File: src/rtl/sid_write_arbiter.sv
// Round-robin arbiter and write FIFO feeding the single SID register-write bus.
// Define SID_WRITE_SHADOW_EN to add a read-back shadow of issued register writes.
module sid_write_arbiter #(
  parameter int         DEPTH          = 8,
  parameter int         MIN_GAP        = 0,
  parameter int         ISSUE_ON_CLKEN = 1,
  parameter logic [4:0] MAX_ADDR       = 5'h18
) (
  input  logic       clk,
  input  logic       iRst,
  input  logic       clkEn,
  input  logic       iValidA,
  input  logic [4:0] iAddrA,
  input  logic [7:0] iDataA,
  output logic       oReadyA,
  input  logic       iValidB,
  input  logic [4:0] iAddrB,
  input  logic [7:0] iDataB,
  output logic       oReadyB,
  output logic       oWE,
  output logic [4:0] oAddr,
  output logic [7:0] oData,
  output logic       oBusy,
  output logic [7:0] oDropCnt
`ifdef SID_WRITE_SHADOW_EN
  ,
  input  logic [4:0] iRdAddr,
  output logic [7:0] oRdData
`endif
);

  localparam int AW = $clog2(DEPTH);
  localparam logic [AW:0] FULL_CNT = (AW + 1)'(DEPTH);

  logic [12:0]   mem_q [DEPTH];
  logic [AW-1:0] wr_ptr_q, wr_ptr_d, rd_ptr_q, rd_ptr_d;
  logic [AW:0]   count_q, count_d;
  logic [7:0]    gap_q, gap_d;
  logic          prio_q, prio_d;  // 0: A holds priority, 1: B holds priority
  logic [7:0]    drop_q, drop_d;
  logic          we_q;
  logic [4:0]    addr_q;
  logic [7:0]    data_q;

  logic          pop, can_grant, grant_a, grant_b, push, drop;
  logic [4:0]    sel_addr;
  logic [7:0]    sel_data;

  always_comb begin
    pop       = (count_q != '0) && (gap_q == 8'd0) && (clkEn || (ISSUE_ON_CLKEN == 0));
    can_grant = (count_q != FULL_CNT) || pop;
    grant_a   = can_grant && iValidA && (!iValidB || !prio_q);
    grant_b   = can_grant && iValidB && (!iValidA || prio_q);
    sel_addr  = grant_b ? iAddrB : iAddrA;
    sel_data  = grant_b ? iDataB : iDataA;
    // Out-of-range writes still complete the handshake so the requester never stalls on them.
    push      = (grant_a || grant_b) && (sel_addr <= MAX_ADDR);
    drop      = (grant_a || grant_b) && (sel_addr > MAX_ADDR);

    wr_ptr_d  = push ? wr_ptr_q + AW'(1) : wr_ptr_q;
    rd_ptr_d  = pop ? rd_ptr_q + AW'(1) : rd_ptr_q;
    count_d   = count_q;
    case ({push, pop})
      2'b10:   count_d = count_q + 1'b1;
      2'b01:   count_d = count_q - 1'b1;
      default: count_d = count_q;
    endcase

    gap_d = gap_q;
    if (pop)
      gap_d = 8'(MIN_GAP);
    else if (gap_q != 8'd0)
      gap_d = gap_q - 8'd1;

    prio_d = (iValidA && iValidB && can_grant) ? ~prio_q : prio_q;
    drop_d = (drop && (drop_q != 8'hFF)) ? drop_q + 8'd1 : drop_q;
  end

  always_ff @(posedge clk) begin
    if (push)
      mem_q[wr_ptr_q] <= {sel_addr, sel_data};
  end

  always_ff @(posedge clk or posedge iRst) begin
    if (iRst) begin
      wr_ptr_q <= '0;
      rd_ptr_q <= '0;
      count_q  <= '0;
      gap_q    <= 8'd0;
      prio_q   <= 1'b0;
      drop_q   <= 8'd0;
      we_q     <= 1'b0;
      addr_q   <= 5'd0;
      data_q   <= 8'd0;
    end else begin
      wr_ptr_q <= wr_ptr_d;
      rd_ptr_q <= rd_ptr_d;
      count_q  <= count_d;
      gap_q    <= gap_d;
      prio_q   <= prio_d;
      drop_q   <= drop_d;
      we_q     <= pop;
      if (pop)
        {addr_q, data_q} <= mem_q[rd_ptr_q];
    end
  end

  assign oReadyA  = grant_a;
  assign oReadyB  = grant_b;
  assign oWE      = we_q;
  assign oAddr    = addr_q;
  assign oData    = data_q;
  assign oBusy    = (count_q != '0) || we_q;
  assign oDropCnt = drop_q;

`ifdef SID_WRITE_SHADOW_EN
  localparam int SH_N = int'(MAX_ADDR) + 1;

  logic [7:0] shadow_q [SH_N];
  logic [7:0] rd_data_q;

  for (genvar gi = 0; gi < SH_N; gi++) begin : g_shadow
    always_ff @(posedge clk or posedge iRst) begin
      if (iRst)
        shadow_q[gi] <= 8'h00;
      else if (we_q && (addr_q == 5'(gi)))
        shadow_q[gi] <= data_q;
    end
  end

  // Sampled on the same edge as a shadow update, so a colliding read sees the old byte.
  always_ff @(posedge clk or posedge iRst) begin
    if (iRst)
      rd_data_q <= 8'h00;
    else
      rd_data_q <= (iRdAddr <= MAX_ADDR) ? shadow_q[iRdAddr] : 8'h00;
  end

  assign oRdData = rd_data_q;
`endif

endmodule

File: config.mk
export PLATFORM = sky130hd
export DESIGN_NAME = sid_write_arbiter
export DESIGN_NICKNAME = d
export VERILOG_FILES = /design/src/rtl/sid_write_arbiter.sv
export SDC_FILE = /design/constraint.sdc
export NUM_CORES = 1
export LEC_CHECK = 0
export BUFFER_PORTS_ARGS = -buffer_cell sky130_fd_sc_hd__buf_2
export CORE_AREA = 2 2 113 115
export DETAILED_ROUTE_END_ITERATION = 12
export DIE_AREA = 0 0 115 117
export MAX_ROUTING_LAYER = met4
export PLACE_DENSITY_LB_ADDON = 0.25
export SLEW_MARGIN = 20
export SYNTH_ARGS = -nofsm -noshare
export SYNTH_HDL_FRONTEND = slang
export SYNTH_SLANG_ARGS = --single-unit
File: constraint.sdc
create_clock -name clk -period 6.25 [get_ports clk]
set_clock_uncertainty 0.1 [all_clocks]
set_input_delay 0.3125 -clock clk [delete_from_list [all_inputs] [get_ports clk]]
set_output_delay 0.3125 -clock clk [all_outputs]
set_load 0.02 [all_outputs]
; Yosys cells after proc, flatten, opt, wreduce, memory -nomap -nowiden
; Memory sizes are Yosys's and may differ from the RTL's. A register that Yosys moved wholly into a read port is not among the register bits.
; Cells that the tools add are included.
[word_totals]
ff_bits = 28
mem_bits_rw = 104
input_bits = 31
out_inout_bits = 25
word_cells = 52
mem_count = 1
[mem_list]
columns = memory, words, word_bits, read_ports, rd_clocked_by_memory_dff, wr, line
row1 = mem_q, 8, 13, 1, 1, 1, 35  ; logic [12:0] mem_q [DEPTH];
[op_classes]
addsub = 6
n_lt_le_gt_ge = 2
n_eq_ne = 4
muxes = 7
bitwise_logic = 1
reduce_logical = 24
[ops]
columns = op, count
row1 = 2-to-1 mux 8 bit, 3
row2 = logical AND 1 bit, 11
row3 = "adder 8 x 1 -> 8 bit, second input constant", 1
row4 = logical NOT 8 bit, 1
row5 = "!= test 8 bit, second input constant", 1
row6 = one-hot mux 4 bit (2 select lines), 1
row7 = nonzero test 8 bit, 1
row8 = "subtractor 8 x 1 -> 8 bit, second input constant", 1
row9 = "adder 3 x 1 -> 3 bit, second input constant", 2
row10 = "> comparator 5 bit, second input constant", 1
row11 = "<= comparator 5 bit, second input constant", 1
row12 = logical OR 1 bit, 5
row13 = 2-to-1 mux 5 bit, 1
row14 = "adder 4 x 1 -> 4 bit, second input constant", 1
row15 = "!= test 4 bit, second input constant", 1
row16 = nonzero test 2 bit, 2
row17 = nonzero test 4 bit, 1
row18 = "subtractor 4 x 1 -> 4 bit, second input constant", 1
row19 = logical NOT 1 bit, 3
row20 = "equality test 2 x 1 -> 1 bit, second input constant", 1
row21 = "equality test 2 bit, second input constant", 1
row22 = 2-to-1 mux 1 bit, 2
row23 = NOT 1 bit, 1

; Longest topological paths before layout
; Gate-level depths: netlist of run 1.
[depth]
depth_word = 11
ltp_mapped = 13
mapped_depth_nobuf = 13

; Least setup slack after synthesis of run 1
; Ideal clock, no wire load.
[synth_timing]
path_kind = register -> register
start = register gap_q[3]
end = memory mem_q[0][0] (enable)
setup_ns = 0.400
arrival_ns = 2.858
required_ns = 5.750
slack_ns = 2.893
stages_incl_launch_ff = 6
path_buffers = 0
period_less_slack_ns = 3.357
path_cell_list = dfrtp_1 -> or4_4 -> o311a_4 -> nor4_4 -> nand2b_2 -> nor3_1
[synth_between]
elab_chain_len = 11
word_cells_on_any_way = 14
cone_classes = order compare: 1 / mux: 3 / reduce/logical: 10
[synth_lines]
columns = element, line
row1 = "start, declared", 38  ; logic [7:0] gap_q, gap_d;
row2 = "start signal, assigned", 99  ; gap_q <= gap_d;
row3 = logical NOT 8 bit *, 50  ; pop = (count_q != '0) && (gap_q == 8'd0) && (clkEn || (ISSUE_ON_CLKEN == 0));
row4 = logical AND 1 bit * (2 in a row), 50
row5 = logical OR 1 bit *, 51  ; can_grant = (count_q != FULL_CNT) || pop;
row6 = logical AND 1 bit (2 in a row), 53  ; grant_b = can_grant && iValidB && (!iValidA || prio_q);
row7 = 2-to-1 mux 5 bit, 54  ; sel_addr = grant_b ? iAddrB : iAddrA;
row8 = <= comparator 5 bit, 57  ; push = (grant_a || grant_b) && (sel_addr <= MAX_ADDR);
row9 = logical AND 1 bit *, 57
row10 = 2-to-1 mux 1 bit *, 80  ; if (push)
row11 = 2-to-1 mux 1 bit (implied by the code) *, 81  ; mem_q[wr_ptr_q] <= {sel_addr, sel_data};
row12 = "end, declared", 35
; Every way passes the cells marked *; elsewhere a longest branch is shown, timed or not.

; Final worst setup path of run 1
[layout_timing]
start = register gap_q[3]
end = register count_q[2]
[layout_between]
elab_chain_len = 11
word_cells_on_any_way = 16
cone_classes = order compare: 1 / eq/ne: 2 / mux: 2 / reduce/logical: 11
[layout_lines]
columns = element, line
row1 = logical NOT 8 bit *, 50
row2 = logical AND 1 bit * (2 in a row), 50
row3 = via pop, 45  ; logic pop, can_grant, grant_a, grant_b, push, drop;
row4 = logical OR 1 bit, 51
row5 = logical AND 1 bit (2 in a row), 53
row6 = 2-to-1 mux 5 bit, 54
row7 = <= comparator 5 bit, 57
row8 = logical AND 1 bit, 57
row9 = equality test 2 x 1 -> 1 bit / equality test 2 bit (equally long branches), 63  ; case ({push, pop})
row10 = one-hot mux 4 bit (2 select lines) / nonzero test 2 bit (equally long branches), -
row11 = "end signal, assigned", 98  ; count_q <= count_d;
row12 = "end, declared", 37  ; logic [AW:0] count_q, count_d;
; The timed path passes the listed nets; every way through them passes the cells marked *.
; A chain may end at the register's enable or synchronous reset.

==> results of run 1 <==
==> synth_stat cells (2+ instances only) <==
cell,instances
mux2i_1,13
nand3b_1,2
clkbuf_1,9
edfxtp_1,104
nor2b_1,2
mux4_2,26
nand2b_1,7
nor2_1,12
inv_1,8
ha_1,8
o21ai_0,19
a21oi_1,4
nor4_1,2
nor3_1,6
xnor2_1,4
or3_1,2
xor2_1,15
nand3_1,4
mux2_2,15
buf_2,2
dfrtp_1,41
nand2_1,28
==> state kept, by name (all words and copies together), names as in the netlist <==
signal	count
oAddr	5
oDropCnt	8
oData	8
count_q	4
wr_ptr_q	3
oWE	1
prio_q	1
rd_ptr_q	3
gap_q	8
mem_q	104
==> stage by stage <==
stage	util	cells	area (um^2)
after floorplan	-	356	6040
after global placement	0.530	556	6530
after detailed placement	0.530	556	6530
after CTS	0.580	589	7140
after global routing	0.580	589	7140
final	0.580	589	7140
==> routing by layer <==
layer | up-vias | track usage
met5 | - | -
met4 | 0 | 0.0707
met3 | 8 | 0.0561
met2 | 50 | 0.304
met1 | 1628 | 0.225
li1 | 1509 | -
==> where the power goes <==
| group | leakage [nW] | switching, mW | total (mW) | internal (mW) |
|---|---|---|---|---|
| clock network | 0.289 | 0.369 | 1.01 | 0.645 |
| logic | 0.978 | 0.477 | 0.882 | 0.405 |
| registers | 1.46 | 0.168 | 1.46 | 1.29 |
| total | 2.73 | 1.01 | 3.36 | 2.34 |
==> worst register-to-register path, cell delays in order (launching register included) <==
cell and delay (ns):
dfrtp_1 0.43, or4_4 0.59, nor3_2 0.39, nand2_1 0.60, inv_1 0.38, ha_1 0.31
xor2_1 0.10, ha_1 0.18, a21oi_1 0.14, xor2_1 0.16, nor2_1 0.06, xor2_1 0.14
==> logic make-up (layout without fill, tap and decap cells) <==
logic type | Yosys count | count (layout) | synth area share
compound gates | 32 | 32 | 0.0358
xor+xnor | 19 | 19 | 0.0275
fa+ha+maj | 8 | 8 | 0.0166
buf+inv | 20 | 103 | 0.0135
flops | 145 | 145 | 0.687
mux | 55 | 55 | 0.149
simple gates | 77 | 77 | 0.0708
==> final cells by class <==
class,count,area [um^2]
sequential,145,4150
tap,150,188
multi-input combinational,191,1830
fill,942,5170
inverter,8,30.0
clock inverter,7,101
clock buffer,25,507
timing repair buffer,63,338
==> worst paths after layout <==
check / start / end / slack, ns
min in group asynchronous: iRst / gap_q[2]$_DFFE_PP0P_ / 0.47
max in group asynchronous: iRst / oData[7]$_DFFE_PP0N_ / 5.20
min: iDataA[4] / mem_q[1][4]$_DFFE_PP_ / 0.20
max reg2reg: gap_q[3]$_DFFE_PP0P_ / count_q[2]$_DFFE_PP0P_ / 2.55
min reg2reg: oData[2]$_DFFE_PP0N_ / oData[2]$_DFFE_PP0N_ / 0.37
max: gap_q[3]$_DFFE_PP0P_ / count_q[2]$_DFFE_PP0P_ / 2.55
==> flow_metrics.py, run 1 <==
metrics = {
    "run_status": {
        "status": "finished clean",
    },
    "sta": {
        "period_minus_slack_ns": 3.70,
        "slew_headroom": 0.353,
        "tns_ns": 0,
        "rsz0062_at_grt": "false",
        "layout_setup_ws_ns": 2.55,
        "fmaxAchievable_mhz": 270,
        "period_share": 0.592,
        "hold_viol_final": 0,
        "holdWs_ns": 0.198,
        "worst_pin_slew_ns": 0.969,
        "setup_viol": 0,
        "drv_slew": 0,
    },
    "worst_hold_path": {
        "hold_path.class": "input pin to register",
        "hold_path_depth": 2,
    },
    "synthesis": {
        "synth_cells": 356,
        "synth_async_sr_flop_share": 0.283,
        "synth_top_area_frac": 0.517,
        "ys_ff_latch": 145,
        "synth-seq-area-share": 0.687,
        "synth_cell_type_count": 45,
        "synth_edf_count": 104,
        "syn_area_um2": 6040,
        "yosysWarnings": 0,
        "syn-num-nets": 395,
        "synth_top_area_cell": "edfxtp_1",
        "synth_area_per_cell_um2": 17.0,
        "ys.flop_type": "edfxtp_1",
        "synth.area.top_cells": "edfxtp_1 52%, dfrtp_1 17%, mux4_2 9.7%",
    },
    "placed_design": {
        "preCtsSetupSlack_ns": 2.48,
        "dp_hpwl_mm": 7.06,
        "port_buffers": 55,
        "gp_congestion": 0.796,
    },
    "routing": {
        "wire_per_inst_um": 19.1,
        "ant_nets": 0,
        "vias": 3195,
        "drt_wl_total_mm": 11.3,
        "vias_per_cell": 5.42,
        "wl_met3_um": 434,
        "top_layer": "met4",
        "wl_met1_mm": 4.91,
        "drtPass1Iterations": 6,
        "wl_met2_mm": 5.80,
        "drc": 0,
        "drtIter0Drc": 187,
    },
    "floorplan": {
        "coreArea_um2": 12300,
        "die_h_um": 117,
        "die_x_um": 115,
        "io_pins": 56,
        "initial_core_util": 0.491,
        "row_count": 41,
        "dieArea_um2": 13500,
    },
    "worst_setup_path": {
        "critPathRequiredTime_ns": 6.45,
        "slowest_delay_ns": 0.60,
        "crit_buf_inv": 1,
        "cp_num_cells": 11,
        "critPathLaunchType": "register",
        "cp_max_fo": 28,
        "path_class": "register to register",
        "ff2ff_path_depth": 11,
        "critPathMostFrequentCell": "xor2_1",
        "slowest_stage": "nand2_1",
        "path_delay_family": "simple AND/OR/NAND/NOR gates",
        "cp-end-kind": "register",
        "crit_arrival_ns": 3.90,
        "cp_cell_sequence": "or4_4 -> nor3_2 -> nand2_1 -> inv_1 -> ha_1 -> xor2_1 -> ha_1 -> a21oi_1 -> xor2_1 -> nor2_1 -> xor2_1",
    },
    "grt": {
        "grt_pass1_wl_mm": 17.3,
        "grt_pass1_vias": 3160,
        "grt.total_usage": 0.188,
        "antenna_found_initial": 0,
        "grt-ovfl-total": 0,
        "grt_max_degree": 42,
    },
    "pwr": {
        "power_mw": 3.36,
        "p_leak_nw": 2.73,
        "peakVddDrop_v": 0.000240,
        "powerDensity_nw_per_um2": 470,
    },
    "clock_tree": {
        "cts_resized": 0,
        "clk_latency_ns": 0.42,
        "cts.sinks": 145,
        "clkTransAtPathRegs_ns": 0.06,
        "cts_setup_buffers": 0,
        "h-tree-depth": 4,
        "hold_buffers": 1,
        "cts_buffers": 17,
        "cts_tree": "built",
        "cts-root-buf": "clkbuf_16",
        "clockBufferDepth": 2,
    },
    "layout": {
        "area_growth_pct": 18.2,
        "final_cell_mix": "104 x edfxtp_1, 55 x buf_2, 41 x dfrtp_1",
        "antenna_cells": 0,
        "nets": 465,
        "layout_commonest_cell": "edfxtp_1",
        "drive_gt1_frac": 0.342,
    },
    "job": {
        "maxCapViolCount": 0,
    },
}
No activity file was read; power rests on OpenSTA's default activity.
==> run 2: changes to the inputs <==
==> constraint.sdc (replaced) <==
create_clock -name clk -period 3.2 [get_ports clk]
set_clock_uncertainty 0.1 [all_clocks]
set_input_delay 0.16 -clock clk [delete_from_list [all_inputs] [get_ports clk]]
set_output_delay 0.16 -clock clk [all_outputs]
set_load 0.02 [all_outputs]
==> run 2 against run 1 <==
Sequential cell count is the same. Worst hold slack lost 0.15 ns. Via count grew 4.1%. Sequential power grew 97%. Non-clock buffer count grew 17. Critical path type unchanged. Largest power group unchanged.
==> flow_metrics.py, run 2 (synthesis gave the netlist of run 1 again) <==
metrics = {
    "run_status": {
        "status": "finished clean",
    },
    "grt": {
        "grt_max_degree": 42,
        "grt-ovfl-total": 0,
        "grt_pass1_wl_mm": 17.6,
        "grt_pass1_vias": 3283,
        "antenna_found_initial": 0,
        "grt.total_usage": 0.187,
    },
    "placed_design": {
        "post_dp_cell_area_um2": 6640,
        "gp_congestion": 0.774,
        "preCtsSetupSlack_ns": 0.0799,
        "dp_cells": 572,
        "dp_hpwl_mm": 7.18,
        "port_buffers": 55,
    },
    "pwr": {
        "p_leak_nw": 2.82,
        "power_mw": 6.57,
        "powerDensity_nw_per_um2": 907,
        "peakVddDrop_v": 0.000405,
    },
    "floorplan": {
        "dieArea_um2": 13500,
        "die_x_um": 115,
        "initial_core_util": 0.491,
        "die_h_um": 117,
        "row_count": 41,
        "coreArea_um2": 12300,
        "io_pins": 56,
    },
    "clock_tree": {
        "clkTransAtPathRegs_ns": 0.06,
        "cts_tree": "built",
        "h-tree-depth": 4,
        "cts_buffers": 17,
        "clk_latency_ns": 0.42,
        "cts-root-buf": "clkbuf_16",
        "cts.sinks": 145,
        "clockBufferDepth": 2,
    },
    "layout": {
        "stdcell_count": 606,
        "drive_gt1_frac": 0.373,
        "final_cell_mix": "104 x edfxtp_1, 55 x buf_2, 40 x dfrtp_1",
        "seqCellArea_um2": 4150,
        "max_flop_register": "mem_q",
        "largest_register_ffs": 104,
        "antenna_cells": 0,
        "area_growth_pct": 20.0,
        "fillers": 941,
        "multi_input_area_um2": 1830,
        "nets": 482,
        "fin_area_um2": 7250,
        "layout_commonest_cell": "edfxtp_1",
    },
    "routing": {
        "vias_per_cell": 5.49,
        "drtIter0Drc": 199,
        "ant_nets": 0,
        "drtPass1Iterations": 4,
        "wire_per_inst_um": 18.3,
        "drc": 0,
        "drt_wl_total_mm": 11.1,
        "vias": 3326,
    },
    "worst_setup_path": {
        "critPathRequiredTime_ns": 3.39,
        "path_delay_family": "simple AND/OR/NAND/NOR gates",
        "critPathLaunchType": "register",
        "regToRegSetupSlack_ns": 0.11,
        "worstSetupStartpoint": "gap_q[3]$_DFFE_PP0P_",
        "path_class": "register to register",
        "crit_arrival_ns": 3.29,
        "crit_buf_inv": 1,
        "critPathMostFrequentCell": "xor2_1",
        "timing.rr.start": "gap_q[3]$_DFFE_PP0P_",
        "cp_num_cells": 11,
        "ff2ff_path_depth": 11,
        "slowest_stage": "or4_4",
        "slowest_delay_ns": 0.60,
        "cp_cell_sequence": "or4_4 -> o311a_4 -> nor4_4 -> inv_1 -> ha_2 -> xor2_1 -> ha_1 -> a21oi_2 -> xor2_1 -> nor2_1 -> xor2_1",
        "cp_max_fo": 6,
        "cp-end-kind": "register",
    },
    "sta": {
        "worst_pin_slew_ns": 0.916,
        "tns_ns": 0,
        "period_share": 0.967,
        "slew_headroom": 0.389,
        "fmaxAchievable_mhz": 323,
        "drv_slew": 0,
        "period_minus_slack_ns": 3.09,
        "setup_viol": 0,
        "layout_setup_ws_ns": 0.107,
        "hold_viol_final": 0,
    },
    "worst_hold_path": {
        "hold_path_depth": 2,
        "hold_path.class": "input pin to register",
        "min_from": "iDataB[1]",
    },
    "job": {
        "maxCapViolCount": 0,
    },
}
==> run 2: changes by cell type in the layout (fill, tap and decap cells not counted), sizes merged <==
cell	previous run	this run
clkinvlp	2	1
buf	62	79
clkbuf	25	18
inv	7	14
clkinv	4	5
==> run 2: worst paths after layout <==
path,end
worst max-delay path,count_q[2]$_DFFE_PP0P_
worst min-delay path,mem_q[1][1]$_DFFE_PP_
worst max register to register,count_q[2]$_DFFE_PP0P_
worst min register to register,oData[6]$_DFFE_PP0N_
max in group asynchronous,rd_ptr_q[0]$_DFFE_PP0N_
min in group asynchronous,oDropCnt[3]$_DFFE_PP0P_
==> run 2: power breakdown <==
group	total [mW]	switching, mW	internal (mW)
Combinational	1.75	0.896	0.851
Sequential	2.87	0.349	2.52
Clock	1.96	0.778	1.18
==> run 2: repair_timing <==
item,CTS,global route
hold buffers,1,0
buffers inserted,0,1
gates resized for setup,0,2
hold endpoints to repair,41,0
endpoints found under the setup margin,0,1
==> run 2: area by class of cell <==
class                      count  share of cell area
sequential                   145               0.572
multi-input combinational    191               0.252
timing repair buffer          80              0.0642
clock buffer                  18              0.0606
tap                          150              0.0259
clock inverter                14              0.0209
inverter                       8             0.00414
==> run 2: worst reg2reg max path: stages, from the launching register on <==
cell,delay (ns)
dfrtp_1,0.43
or4_4,0.60
o311a_4,0.42
nor4_4,0.23
inv_1,0.10
ha_2,0.23
xor2_1,0.15
ha_1,0.20
a21oi_2,0.11
xor2_1,0.18
nor2_1,0.07
xor2_1,0.15
==> run 2: stage by stage <==
stage	hold slack (ns)	util
final	0.0459	0.589
after global routing	0.0580	0.589
after CTS	0.0275	0.588
after detailed placement	0.324	0.539
after global placement	0.311	0.539
after floorplan	0.290	-
==> run 2: routing by layer <==
layer  wire length [um]  GRT usage  share of wire
met5                  0          -              0
met4                130     0.0715          0.012
met3                410     0.0479          0.037
met2               5430      0.285           0.49
met1               5150      0.244           0.46
